### config.mk
export PLATFORM = sky130hd
export DESIGN_NAME = day27_serial_comparator
export DESIGN_NICKNAME = d
export VERILOG_FILES = /design/src/rtl/day27_serial_comparator.sv
export SDC_FILE = /design/constraint.sdc
export NUM_CORES = 1
export LEC_CHECK = 0
export BUFFER_PORTS_ARGS = -buffer_cell sky130_fd_sc_hd__buf_2
export CAP_MARGIN = 20
export CORE_UTILIZATION = 55
export CTS_CLUSTER_SIZE = 10
export DETAILED_ROUTE_END_ITERATION = 12
export PLACE_DENSITY = 0.79
export SYNTH_ARGS = -nofsm -noshare
export SYNTH_HDL_FRONTEND = slang
export SYNTH_SLANG_ARGS = --single-unit
### constraint.sdc
create_clock -name clk -period 3.8 [get_ports clk]
set_clock_uncertainty 0.05 [all_clocks]
set_input_delay 0.76 -clock clk [delete_from_list [all_inputs] [get_ports clk]]
set_output_delay 0.76 -clock clk [all_outputs]
set_load 0.03 [all_outputs]
### src/rtl/day27_serial_comparator.sv
// Bit-serial magnitude comparator.
// It captures an unsigned operand pair and scans the pair from the MSB downward,
// one bit per clock. It stops at the first differing bit, or after the LSB when
// every bit matches. The result and the number of bit positions examined are held
// under a valid/ready handshake until the consumer takes them.
`timescale 1ns/1ps
module day27_serial_comparator #(
  parameter int K  = 20,
  parameter int CW = $clog2(K + 1)
) (
  input  logic          clk,
  input  logic          rst_n,
  input  logic          in_valid,
  output logic          in_ready,
  input  logic [K-1:0]  a,
  input  logic [K-1:0]  b,
  output logic          out_valid,
  input  logic          out_ready,
  output logic          a_equal_b,
  output logic          a_greater_b,
  output logic          b_greater_a,
  output logic [CW-1:0] cycles
);

  localparam int IW = (K > 1) ? $clog2(K) : 1;

  typedef enum logic [1:0] {
    IDLE = 2'd0,
    SCAN = 2'd1,
    DONE = 2'd2
  } state_t;

  state_t         state;
  logic [K-1:0]   a_reg;
  logic [K-1:0]   b_reg;
  logic [IW-1:0]  idx;
  logic [CW-1:0]  count;
  logic           bit_a;
  logic           bit_b;

  // Bits of the captured operands that are under examination this cycle.
  assign bit_a = a_reg[idx];
  assign bit_b = b_reg[idx];

  // The block accepts a new pair only while it is idle, so in_ready follows the state alone.
  assign in_ready = (state == IDLE);

  // Capture, serial scan and result hold, all in one registered FSM.
  always_ff @(posedge clk or negedge rst_n) begin
    if (!rst_n) begin
      // NOTE: the operand registers are datapath storage, but they are reset as well.
      // A reset then leaves nothing from an aborted scan that could leak into the next one.
      state       <= IDLE;
      a_reg       <= '0;
      b_reg       <= '0;
      idx         <= '0;
      count       <= '0;
      out_valid   <= 1'b0;
      a_equal_b   <= 1'b0;
      a_greater_b <= 1'b0;
      b_greater_a <= 1'b0;
      cycles      <= '0;
    end else begin
      // NOTE: every state register uses <=, so each right-hand side below reads the
      // value from before this edge. For that reason count + 1 is the number of
      // positions examined, including the bit being compared now.
      case (state)
        IDLE: begin
          if (in_valid) begin
            a_reg <= a;
            b_reg <= b;
            idx   <= IW'(K - 1);
            count <= '0;
            state <= SCAN;
          end
        end

        SCAN: begin
          count <= count + CW'(1);
          if (bit_a != bit_b) begin
            a_greater_b <= bit_a;
            b_greater_a <= bit_b;
            out_valid   <= 1'b1;
            cycles      <= count + CW'(1);
            state       <= DONE;
          end else if (idx == '0) begin
            a_equal_b <= 1'b1;
            out_valid <= 1'b1;
            cycles    <= count + CW'(1);
            state     <= DONE;
          end else begin
            idx <= idx - IW'(1);
          end
        end

        DONE: begin
          // Hold the result until the consumer takes it. in_valid is ignored here.
          // cycles keeps its value after the result is taken.
          if (out_ready) begin
            out_valid   <= 1'b0;
            a_equal_b   <= 1'b0;
            a_greater_b <= 1'b0;
            b_greater_a <= 1'b0;
            state       <= IDLE;
          end
        end

        default: state <= IDLE;
      endcase
    end
  end

endmodule

==> flow_summary.rst, run 1 <==
.. list-table::
   :header-rows: 1

   * - Metric
     - Value
   * - Status
     - completed
   * - Layout cells sized above 1
     - 0.2083
   * - Area growth, synth to finish
     - 15.56%
   * - Average cell area after synthesis
     - 9.571 µm²
   * - Port Buf Inserts
     - 53
   * - Hpwl dp
     - roughly 3700 µm
   * - Post-Synthesis Net Count
     - 352
   * - First-pass detailed-route iteration total
     - 5
   * - Routed len/inst
     - roughly 13 µm
   * - Number of instances in the synthesized netlist
     - around 310
   * - Count of cell types in the netlist
     - 36
   * - Critical path data required time
     - roughly 4 ns
   * - Grt total ovfl
     - 0
   * - Worst slew pin tran
     - ~1.0 ns
   * - Row Count
     - 26
   * - Post-CTS Setup Inserts
     - 0
   * - Inserted Diodes
     - 0
   * - Power density of the placed cells
     - roughly 870 nW/µm²
   * - Placeable core region
     - about 5100 µm²
   * - Post-route cell area
     - 3373 µm²
   * - Cts repair resizes
     - 0
   * - Synthesis warning total
     - 0
   * - Max capacitance violation total
     - 0
   * - Type of destination of the critical path
     - register
   * - Simple-gate share of the synthesized area
     - 0.2267
   * - Share of the cycle needed by the critical path after routing
     - 0.8348
   * - WS Path Type
     - register to register
   * - Maximum achievable frequency
     - 315.3 MHz
   * - Ys flop type
     - dfrtp_1
   * - Number of flops mapped to enable cells by yosys
     - 0
   * - Share of synthesized area occupied by flip-flops and latches
     - 0.5229
   * - Register-to-register setup slack
     - between 0.6 and 0.7 ns
   * - Proportion of netlist area held by the largest area contributor
     - 0.5229
   * - Min-Delay Path Class
     - register to register
   * - Setup_tns
     - 0 ns
   * - Ranking of synthesized cells by instance count
     - nand2_1 (141), dfrtp_1 (61), clkbuf_1 (13), nor2_1 (11), mux2i_1 (9)
   * - Boundary Pins
     - between 50 and 60
   * - Final routed wirelength across all metal layers
     - between 5000 and 6000 µm
   * - Main combinational cell family by area after synthesis
     - simple AND/OR/NAND/NOR gates
   * - Dominant cells by area after synthesis
     - dfrtp_1 (52%), nand2_1 (18%), mux4_1 (7.2%), mux2i_1 (3.1%), clkbuf_1 (1.7%)
   * - Final Hold Viols
     - 0
   * - Share of synthesized area spent on multiplexers
     - 0.1170
   * - Clock tree sinks
     - 61
   * - Critical Path Start Type
     - register
   * - Flip-flop and latch count after synthesis
     - 61
   * - Cell with the most instances after synthesis
     - nand2_1
   * - Num CTS Buffers
     - 9
   * - TritonCTS clock tree
     - built
   * - Vias after detailed routing
     - 2222
   * - Total routing usage reported by global routing
     - 0.2287
   * - Adder-Cell Fraction of Synth Area
     - 0.01286
   * - Worst Path Arrival
     - 3.35 ns
   * - Post-detailed-placement cell area
     - approximately 3200 µm²
   * - Number of nets in the final layout
     - slightly above 400
   * - Drt drc
     - 0
   * - Peak fanout along the critical path
     - 16
   * - Starting utilization of the core area
     - 0.5715
   * - Number of antenna violations at the first check in global routing
     - 0
   * - Share of flip-flops with an asynchronous set or reset
     - 1.000
   * - Largest net degree at the start of global routing
     - between 40 and 50
   * - Number of routed nets with antenna violations
     - 0
   * - DR iter-0 viols
     - slightly above 90
   * - Clock input transition at the sequential cells of the worst setup and hold paths
     - roughly 0.06 ns
   * - Routability-driven placement congestion ratio
     - about 0.85
   * - Count of hold buffers inserted by post-cts repair
     - 0
   * - Cell at the root of the clock tree
     - clkbuf_8
   * - Die width
     - roughly 75 µm
   * - Die boundary height
     - between 70 and 80 µm
   * - Largest area contributor in the synthesized netlist
     - dfrtp_1
   * - Post-route minimum period
     - between 3 and 4 ns
   * - H-tree levels
     - 3
   * - Endpoints failing setup
     - 0
   * - Number of max-slew violations in the final report
     - 0
   * - Peak VDD IR
     - ~430 µV
   * - Number of vias per cell
     - between 5 and 6
   * - Number of global-route vias before repair
     - roughly 2100
   * - Global-route wire length before repair
     - 9232 µm
   * - Slew Limit Headroom
     - 0.3250
   * - Cell area after technology mapping
     - a little under 3000 µm²
   * - DIE AREA
     - 5603 µm²
   * - Number of filler cells placed in the layout
     - about 420
   * - Xor/xnor share of the synthesized area
     - 0.02143
   * - Area fraction in compound gates after synthesis
     - 0.06387
   * - Insertion delay of the later-clocked pin in the worst-skew pair
     - 0.34 ns
   * - RSZ-0062 raised after global routing
     - no
   * - Clock buffer depth
     - 2
   * - Cell leakage power
     - 1.806 nW
[critical path, stage by stage (launching register included)]
cell and delay [ns]:
dfrtp_1 0.82, mux4_1 0.66, mux2_2 0.28, a32o_2 0.24
a21oi_4 0.25, xor2_4 0.15, o21ai_4 0.28, mux2_4 0.32
[placed cells by master (no fill, tap or decap), types with 2 or more instances in the layout]
cell type	netlist	layout
mux4_1	8	8
clkinv_2	0	2
clkbuf_8	0	10
nor2_1	11	11
xor2_1	3	3
inv_1	6	6
o2111ai_1	2	2
buf_4	0	3
nand3_1	8	8
ha_1	3	3
mux2i_1	9	9
clkbuf_1	13	3
o21ai_1	2	2
o21ai_0	8	8
buf_2	1	53
nor2b_1	3	3
a21oi_1	4	4
o31ai_1	2	2
nand2_1	141	141
dfrtp_1	61	61
mux2_4	2	2
[report_power, final]
part           switching, mW  internal (mW)  leakage (nW)
sequential             0.239          0.943         0.760
clock                  0.232          0.249        0.0833
combinational          0.721          0.548         0.963
[per-layer routing]
layer / up-vias / share of wire / GRT usage
met5: - / 0 / 0
met4: 0 / 0.018 / 0.1195
met3: 13 / 0.037 / 0.06292
met2: 51 / 0.48 / 0.3493
met1: 1049 / 0.46 / 0.3009
li1: 1109 / - / -
[kinds of logic (layout without fill, tap and decap cells)]
kind of cell,Yosys count,count (layout)
compound gates,26,26
xor+xnor,5,5
fa+ha+maj,3,3
buf+inv,22,77
flops,61,61
mux,20,20
simple gates,168,168
[worst paths after layout]
| kind | start | end | cells after the start |
|---|---|---|---|
| max in group asynchronous | rst_n | a_reg[0] | 2 |
| worst max-delay path | idx[0] | cycles[2] | 7 |
| worst min-delay path | b_reg[15] | b_reg[15] | 2 |
| min in group asynchronous | rst_n | count[2] | 1 |
| worst max register to register | idx[0] | cycles[2] | 7 |
| worst min register to register | b_reg[15] | b_reg[15] | 2 |
[cell type report]
| type | count | area (µm²) | area share |
|---|---|---|---|
| flip-flops and latches | 61 | 1526 | 0.4525 |
| repair buffers | 56 | 287.8 | 0.08531 |
| clock buffers | 13 | 148.9 | 0.04414 |
| well taps | 70 | 87.58 | 0.02596 |
| multi-input cells | 222 | 1290 | 0.3824 |
| inverters | 6 | 22.52 | 0.006677 |
| clock inverters | 2 | 10.01 | 0.002967 |
[stage by stage]
| step | std cells | utilization | hold slack [ns] | total power [mW] | worst slack, ns |
|---|---|---|---|---|---|
| floorplan | 305 | - | 0.3873 | 2.209 | 1.114 |
| global placement | 415 | 0.6293 | 0.3996 | 2.423 | 0.7477 |
| detailed placement | 415 | 0.6293 | 0.4077 | 2.470 | 0.6302 |
| CTS | 430 | 0.6605 | 0.4212 | 2.955 | 0.6223 |
| global route | 430 | 0.6605 | 0.4503 | 3.179 | 0.5277 |
| finish | 430 | 0.6605 | 0.4202 | 2.933 | 0.6279 |
Note: power is estimated with default switching activity, not from simulation.
==> run 2, diff against run 1 <==
--- a/config.mk
+++ b/config.mk
@@ -7,10 +7,10 @@
 export LEC_CHECK = 0
 export BUFFER_PORTS_ARGS = -buffer_cell sky130_fd_sc_hd__buf_2
 export CAP_MARGIN = 20
-export CORE_UTILIZATION = 55
+export CORE_UTILIZATION = 50
 export CTS_CLUSTER_SIZE = 10
 export DETAILED_ROUTE_END_ITERATION = 12
-export PLACE_DENSITY = 0.79
+export PLACE_DENSITY = 0.76
 export SYNTH_ARGS = -nofsm -noshare
 export SYNTH_HDL_FRONTEND = slang
 export SYNTH_SLANG_ARGS = --single-unit
==> constraint.sdc (replaced) <==
create_clock -name clk -period 2.6 [get_ports clk]
set_clock_uncertainty 0.05 [all_clocks]
set_input_delay 0.52 -clock clk [delete_from_list [all_inputs] [get_ports clk]]
set_output_delay 0.52 -clock clk [all_outputs]
set_load 0.03 [all_outputs]
==> flow_summary.rst, run 2 (synthesized netlist as in run 1, its figures left out) <==
.. list-table::
   :header-rows: 1

   * - Metric
     - Value
   * - Number of nets in the final layout
     - between 400 and 500
   * - Total routing usage reported by global routing
     - 0.2228
   * - Number of max-slew violations in the final report
     - 0
   * - Slew Limit Headroom
     - 0.6149
   * - TritonCTS clock tree
     - built
   * - Post-detailed-placement cell area
     - around 3300 µm²
   * - Routability-driven placement congestion ratio
     - between 0.8 and 0.9
   * - Status
     - completed
   * - Critical path data required time
     - between 2 and 3 ns
   * - Switching Power
     - ~1.8 mW
   * - Num CTS Buffers
     - 9
   * - H-tree levels
     - 3
   * - Starting utilization of the core area
     - 0.5237
   * - Power density of the placed cells
     - 1379 nW/µm²
   * - Drt drc
     - 0
   * - Row Count
     - 27
   * - Inserted Diodes
     - 0
   * - Insertion delay of the later-clocked pin in the worst-skew pair
     - around 0.34 ns
   * - DIE AREA
     - around 6100 µm²
   * - Type of destination of the critical path
     - register
   * - Length of routed met3 wiring
     - roughly 250 µm
   * - Number of routed nets with antenna violations
     - 0
   * - Maximum achievable frequency
     - between 400 and 500 MHz
   * - Min-Delay Path Class
     - input port to register
   * - Worst slew pin tran
     - 0.5777 ns
   * - Worst Path Arrival
     - 2.66 ns
   * - Cell leakage power
     - around 1.9 nW
   * - Clock tree sinks
     - just over 60
   * - Worst stage delay on the critical path
     - 0.50 ns
   * - DR iter-0 viols
     - between 100 and 150
   * - Number of antenna violations at the first check in global routing
     - 0
   * - Max capacitance violation total
     - 0
   * - Detail Route met2 WL
     - between 2000 and 3000 µm
   * - Fin cells
     - approximately 450
   * - First-pass detailed-route iteration total
     - 4
   * - Post-placement cell count
     - 427
   * - Most common cell after layout, fill and taps aside
     - nand2_1
   * - Critical path, cell by cell
     - mux4_2 > mux2_2 > a32o_2 > a21oi_4 > xor2_4 > o21ai_4 > mux2_4
   * - Util after Layout
     - 0.6447
   * - Vias after detailed routing
     - 2267
   * - Gate power share
     - 0.439
   * - Worst-case hold slack
     - 0.3176 ns
   * - Final Hold Viols
     - 0
   * - Setup_tns
     - 0 ns
   * - Peak VDD IR
     - between 600 and 700 µV
   * - Area growth, synth to finish
     - 23.10%
   * - Part of the power in registers
     - 0.345
   * - Internal power component
     - ~3.1 mW
   * - Share of the cycle needed by the critical path after routing
     - 0.9545
   * - Number of vias per cell
     - just over 5
   * - Most frequent cells in the layout
     - nand2_1 (140), dfrtp_1 (60), buf_2 (53), buf_4 (13), clkbuf_8 (12)
   * - Uppermost signal routing layer after detailed routing
     - met4
   * - Die width
     - roughly 78 µm
   * - Critical Path Start Type
     - register
   * - WS Path Type
     - register to register
   * - Clock buffer depth
     - 2
   * - Placeable core region
     - between 5000 and 6000 µm²
   * - Layout cells sized above 1
     - 0.2540
   * - Final routed wirelength across all metal layers
     - between 5000 and 6000 µm
   * - Routed len/inst
     - ~13 µm
   * - Clock input transition at the sequential cells of the worst setup and hold paths
     - roughly 0.070 ns
   * - Global-route wire length before repair
     - between 10000 and 15000 µm
   * - Die boundary height
     - ~78 µm
   * - Endpoints failing setup
     - 0
   * - Cell at the root of the clock tree
     - clkbuf_8
   * - Port Buf Inserts
     - 53
   * - Peak fanout along the critical path
     - 5
   * - Largest net degree at the start of global routing
     - 45
   * - Post-route minimum period
     - 2.482 ns
   * - Cell family with the largest share of critical-path delay
     - multiplexers
   * - Post-route cell area
     - around 3600 µm²
   * - Power share of the clock group
     - 0.216
   * - Hpwl dp
     - around 4200 µm
   * - Crit path buf inv count
     - 0
   * - Grt total ovfl
     - 0
   * - Switching Fraction
     - 0.3720
   * - Critical-path cell with the highest stage delay
     - mux4_2
   * - Number of global-route vias before repair
     - roughly 2200
   * - M1 wire length
     - approximately 2900 µm
   * - Boundary Pins
     - 54
==> run 2: layout make-up <==
type / instances / area (µm²)
Multi-Input combinational cell: 222 / 1290
Clock inverter: 3 / 90.09
Tap cell: 72 / 90.09
Timing Repair Buffer: 69 / 404.1
Inverter: 6 / 22.52
Clock buffer: 13 / 168.9
Fill cell: 485 / 1981
Sequential cell: 61 / 1528
==> run 2: layer usage <==
layer,GRT usage,up-vias
met5,0,-
met4,0.09259,0
met3,0.07791,13
met2,0.3289,55
met1,0.2990,1059
li1,-,1140
==> run 2: worst min-delay path, cell delays in order <==
cell,delay (ns)
buf_2,0.07
nand2_1,0.04
nand2_1,0.04
==> run 2: what timing repair did <==
action | 4_1_cts | 5_1_grt
hold endpoints to repair | 7 | 0
hold buffers | 1 | 0
setup endpoints to repair | 1 | 9
pin swaps | 0 | 2
setup buffers | 0 | 2
resized for setup | 1 | 4
==> run 2: worst paths after layout <==
kind | depth (start not counted) | endpoint | start | slack (ns)
setup / recovery | 7 | cycles[2] | idx[0] | 0.12
hold / removal | 3 | b_reg[15] | b[15] | 0.32
setup reg to reg | 7 | cycles[2] | idx[0] | 0.12
hold reg to reg | 2 | a_reg[9] | a_reg[9] | 0.42
max in group asynchronous | 3 | a_reg[1] | rst_n | 1.31
min in group asynchronous | 2 | count[1] | rst_n | 0.52
==> run 2: power groups by stage <==
stage / clock, mW / sequential [mW] / combinational (mW)
after floorplan: 0 / 1.67 / 1.57
after global placement: 0 / 1.70 / 2.01
after detailed placement: 0 / 1.72 / 2.07
after CTS: 1.09 / 1.71 / 2.08
after global routing: 1.14 / 1.76 / 2.44
final: 1.07 / 1.71 / 2.17
==> run 2: stage by stage <==
stage          worst slack, ns  total power [mW]
2_1_floorplan         -0.07837             3.243
3_5_place_dp          -0.02350             3.787
6_report                0.1184             4.954
3_3_place_gp           0.07512             3.715
4_1_cts                0.06705             4.882
5_1_grt               -0.01081             5.347
==> run 3, diff against run 2 <==
--- a/config.mk
+++ b/config.mk
@@ -5,12 +5,15 @@
 export SDC_FILE = /design/constraint.sdc
 export NUM_CORES = 1
 export LEC_CHECK = 0
+export ABC_AREA = 1
 export BUFFER_PORTS_ARGS = -buffer_cell sky130_fd_sc_hd__buf_2
 export CAP_MARGIN = 20
-export CORE_UTILIZATION = 50
+export CELL_PAD_IN_SITES_DETAIL_PLACEMENT = 0
+export CELL_PAD_IN_SITES_GLOBAL_PLACEMENT = 2
+export CORE_UTILIZATION = 29
 export CTS_CLUSTER_SIZE = 10
 export DETAILED_ROUTE_END_ITERATION = 12
-export PLACE_DENSITY = 0.76
+export PLACE_DENSITY_LB_ADDON = 0.1
 export SYNTH_ARGS = -nofsm -noshare
 export SYNTH_HDL_FRONTEND = slang
 export SYNTH_SLANG_ARGS = --single-unit
==> flow_summary.rst, run 3 <==
.. list-table::
   :header-rows: 1

   * - Metric
     - Value
   * - Area growth, synth to finish
     - 20.76%
   * - Average cell area after synthesis
     - 7.838 µm²
   * - Type of destination of the critical path
     - register
   * - Maximum achievable frequency
     - roughly 480 MHz
   * - DIE AREA
     - around 11000 µm²
   * - Worst slew pin tran
     - approximately 0.47 ns
   * - Count of hold buffers inserted by post-cts repair
     - 0
   * - Starting utilization of the core area
     - 0.2984
   * - First-pass detailed-route iteration total
     - 4
   * - Proportion of netlist area held by the largest area contributor
     - 0.4955
   * - Status
     - completed
   * - Final Hold Viols
     - 0
   * - Most frequent cells in the layout
     - nand2_1 (142), dfrtp_1 (61), buf_2 (53), inv_1 (42), o21ai_0 (35)
   * - Post-placement worst setup slack
     - ~0.5 ns
   * - Die width
     - around 110 µm
   * - Hpwl dp
     - ~5300 µm
   * - Layout cells sized above 1
     - 0.2093
   * - Synthesis warning total
     - 0
   * - Cell area after technology mapping
     - approximately 3100 µm²
   * - Cell with the most instances after synthesis
     - nand2_1
   * - Share of synthesized area occupied by flip-flops and latches
     - 0.4955
   * - Total power consumption of the routed design
     - roughly 5.1 mW
   * - Flip-flop and latch count after synthesis
     - between 60 and 70
   * - WS Path Type
     - register to register
   * - Number of antenna violations at the first check in global routing
     - 0
   * - Largest area contributor in the synthesized netlist
     - dfrtp_1
   * - Number of filler cells placed in the layout
     - between 1000 and 1500
   * - Dominant cells by area after synthesis
     - dfrtp_1 (50%), nand2_1 (17%), o21ai_0 (5.7%), nand3_1 (5.4%), inv_1 (5.1%)
   * - Number of nets in the final layout
     - about 500
   * - Endpoints failing setup
     - 0
   * - Number of max-slew violations in the final report
     - 0
   * - Peak fanout along the critical path
     - 18
   * - Boundary Pins
     - 54
   * - Share of flip-flops with an asynchronous set or reset
     - 1.000
   * - Share of the cycle needed by the critical path after routing
     - 0.8052
   * - Cell at the root of the clock tree
     - clkbuf_8
   * - Number of routed nets with antenna violations
     - 0
   * - Clock input transition at the sequential cells of the worst setup and hold paths
     - around 0.070 ns
   * - DR iter-0 viols
     - between 90 and 100
   * - Die boundary height
     - 105.1 µm
   * - Slew Limit Headroom
     - 0.6826
   * - Number of vias per cell
     - between 4 and 5
   * - Inserted Diodes
     - 0
   * - Insertion delay of the later-clocked pin in the worst-skew pair
     - 0.34 ns
   * - Share of synthesized area spent on multiplexers
     - 0
   * - Global-route wire length before repair
     - between 10000 and 15000 µm
   * - Main combinational cell family by area after synthesis
     - simple AND/OR/NAND/NOR gates
   * - Drt drc
     - 0
   * - Largest net degree at the start of global routing
     - 44
   * - Grt total ovfl
     - 0
   * - Xor/xnor share of the synthesized area
     - 0.008530
   * - Footprint of the multi-input gates
     - approximately 1300 µm²
   * - Most common cell after layout, fill and taps aside
     - nand2_1
   * - RSZ-0062 raised after global routing
     - no
   * - Adder-Cell Fraction of Synth Area
     - 0.01219
   * - Number of global-route vias before repair
     - between 2000 and 3000
   * - Clock buffer depth
     - 2
   * - Area fraction in compound gates after synthesis
     - 0.08652
   * - Post-Synthesis Net Count
     - 440
   * - Routability-driven placement congestion ratio
     - approximately 0.79
   * - Minimum setup slack in the final design
     - between 0.5 and 0.6 ns
   * - Power density of the placed cells
     - ~1400 nW/µm²
   * - Port Buf Inserts
     - 53
   * - Count of cell types in the netlist
     - 30
   * - Simple-gate share of the synthesized area
     - 0.3071
   * - Num CTS Buffers
     - 9
   * - Post-route minimum period
     - 2.093 ns
   * - Critical Path Start Type
     - register
   * - Routed len/inst
     - about 13 µm
   * - Vias after detailed routing
     - approximately 2500
   * - Cell leakage power
     - ~2.0 nW
   * - Clock tree sinks
     - 61
   * - TritonCTS clock tree
     - built
   * - Peak VDD IR
     - roughly 430 µV
   * - Area taken by flip-flops and latches
     - between 1500 and 2000 µm²
   * - Max capacitance violation total
     - 0
   * - Number of flops mapped to enable cells by yosys
     - 0
   * - Ys flop type
     - dfrtp_1
   * - Post-CTS Setup Inserts
     - 0
   * - Setup_tns
     - 0 ns
   * - Final routed wirelength across all metal layers
     - about 7400 µm
   * - H-tree levels
     - 3
   * - Placeable core region
     - 10320 µm²
   * - Row Count
     - 37
   * - Total routing usage reported by global routing
     - 0.1491
   * - Min-Delay Path Class
     - input port to asynchronous set/reset pin
   * - Ranking of synthesized cells by instance count
     - nand2_1 (142), dfrtp_1 (61), inv_1 (42), o21ai_0 (35), nand3_1 (33)
   * - Cts repair resizes
     - 0
   * - Number of instances in the synthesized netlist
     - approximately 390
   * - Worst Path Arrival
     - 2.28 ns
   * - Critical path data required time
     - roughly 2.8 ns
-- run 3: changes by cell type after synthesis, sizes merged, moves of 8 or more --
cell | previous run | this run
inv | 6 | 44
nor2 | 11 | 21
o21ai | 11 | 39
mux2i | 9 | 0
nand3 | 8 | 35
mux4 | 8 | 0
nand2 | 141 | 153
-- run 3: cell type report --
cell class                      count  share of cell area
Clock buffer                       12             0.03902
Clock inverter                      4             0.02556
Inverter                           45             0.04675
Multi-Input combinational cell    271              0.3451
Sequential cell                    61              0.4104
Tap cell                          136             0.04574
Timing Repair Buffer               61             0.08745
-- run 3: metrics by stage --
| stage | instance area [µm²] | std cells | utilization | hold WS (ns) |
|---|---|---|---|---|
| 3_3_place_gp | 3480 | 574 | 0.3371 | 0.4056 |
| 2_1_floorplan | 3080 | 393 | - | 0.1744 |
| 6_report | 3720 | 590 | 0.3603 | 0.06453 |
| 4_1_cts | 3720 | 590 | 0.3603 | 0.06679 |
| 5_1_grt | 3720 | 590 | 0.3603 | 0.08699 |
| 3_5_place_dp | 3480 | 574 | 0.3371 | 0.4061 |
-- run 3: cell families after synthesis --
group | after synthesis
DFF | 61
and+or+nand+nor | 217
adders and majority gates | 3
xor gates and xnor gates | 3
buffers and inverters | 61
AOI/OAI and AO/OA | 48
-- run 3: report_power, final --
part / switching (mW) / internal [mW]
registers: 0.219 / 1.39
logic: 1.65 / 0.804
clock network: 0.378 / 0.663
-- run 3: worst paths after layout --
| check | depth (start not counted) | slack, ns | to | startpoint |
|---|---|---|---|---|
| setup reg to reg | 14 | 0.51 | idx[4] | idx[0] |
| min in group clk | 2 | 0.31 | state[1] | out_ready |
| max in group asynchronous | 2 | 1.77 | out_valid | rst_n |
| setup / recovery | 14 | 0.51 | idx[4] | idx[0] |
| hold reg to reg | 2 | 0.41 | cycles[4] | cycles[4] |
| hold / removal | 1 | 0.06 | b_reg[11] | rst_n |
-- run 3: routing by layer --
| layer | share of wire | up-vias | GRT usage |
|---|---|---|---|
| met5 | 0 | - | 0 |
| met4 | 0.013 | 0 | 0.04527 |
| met3 | 0.039 | 9 | 0.04367 |
| met2 | 0.46 | 40 | 0.2389 |
| met1 | 0.49 | 1146 | 0.1936 |
| li1 | - | 1346 | - |
-- run 3: critical path, stage by stage (launching register included) --
cell and delay, ns:
dfrtp_1 0.55, buf_4 0.30, nand2_1 0.08, nand3_1 0.08, nand2_1 0.06, nand2_1 0.05
nand2_1 0.05, inv_1 0.06, nand2_2 0.06, a21oi_2 0.16, nand2_2 0.10, nand3_4 0.13
nand3_4 0.12, nand2_1 0.08, nand2_1 0.05
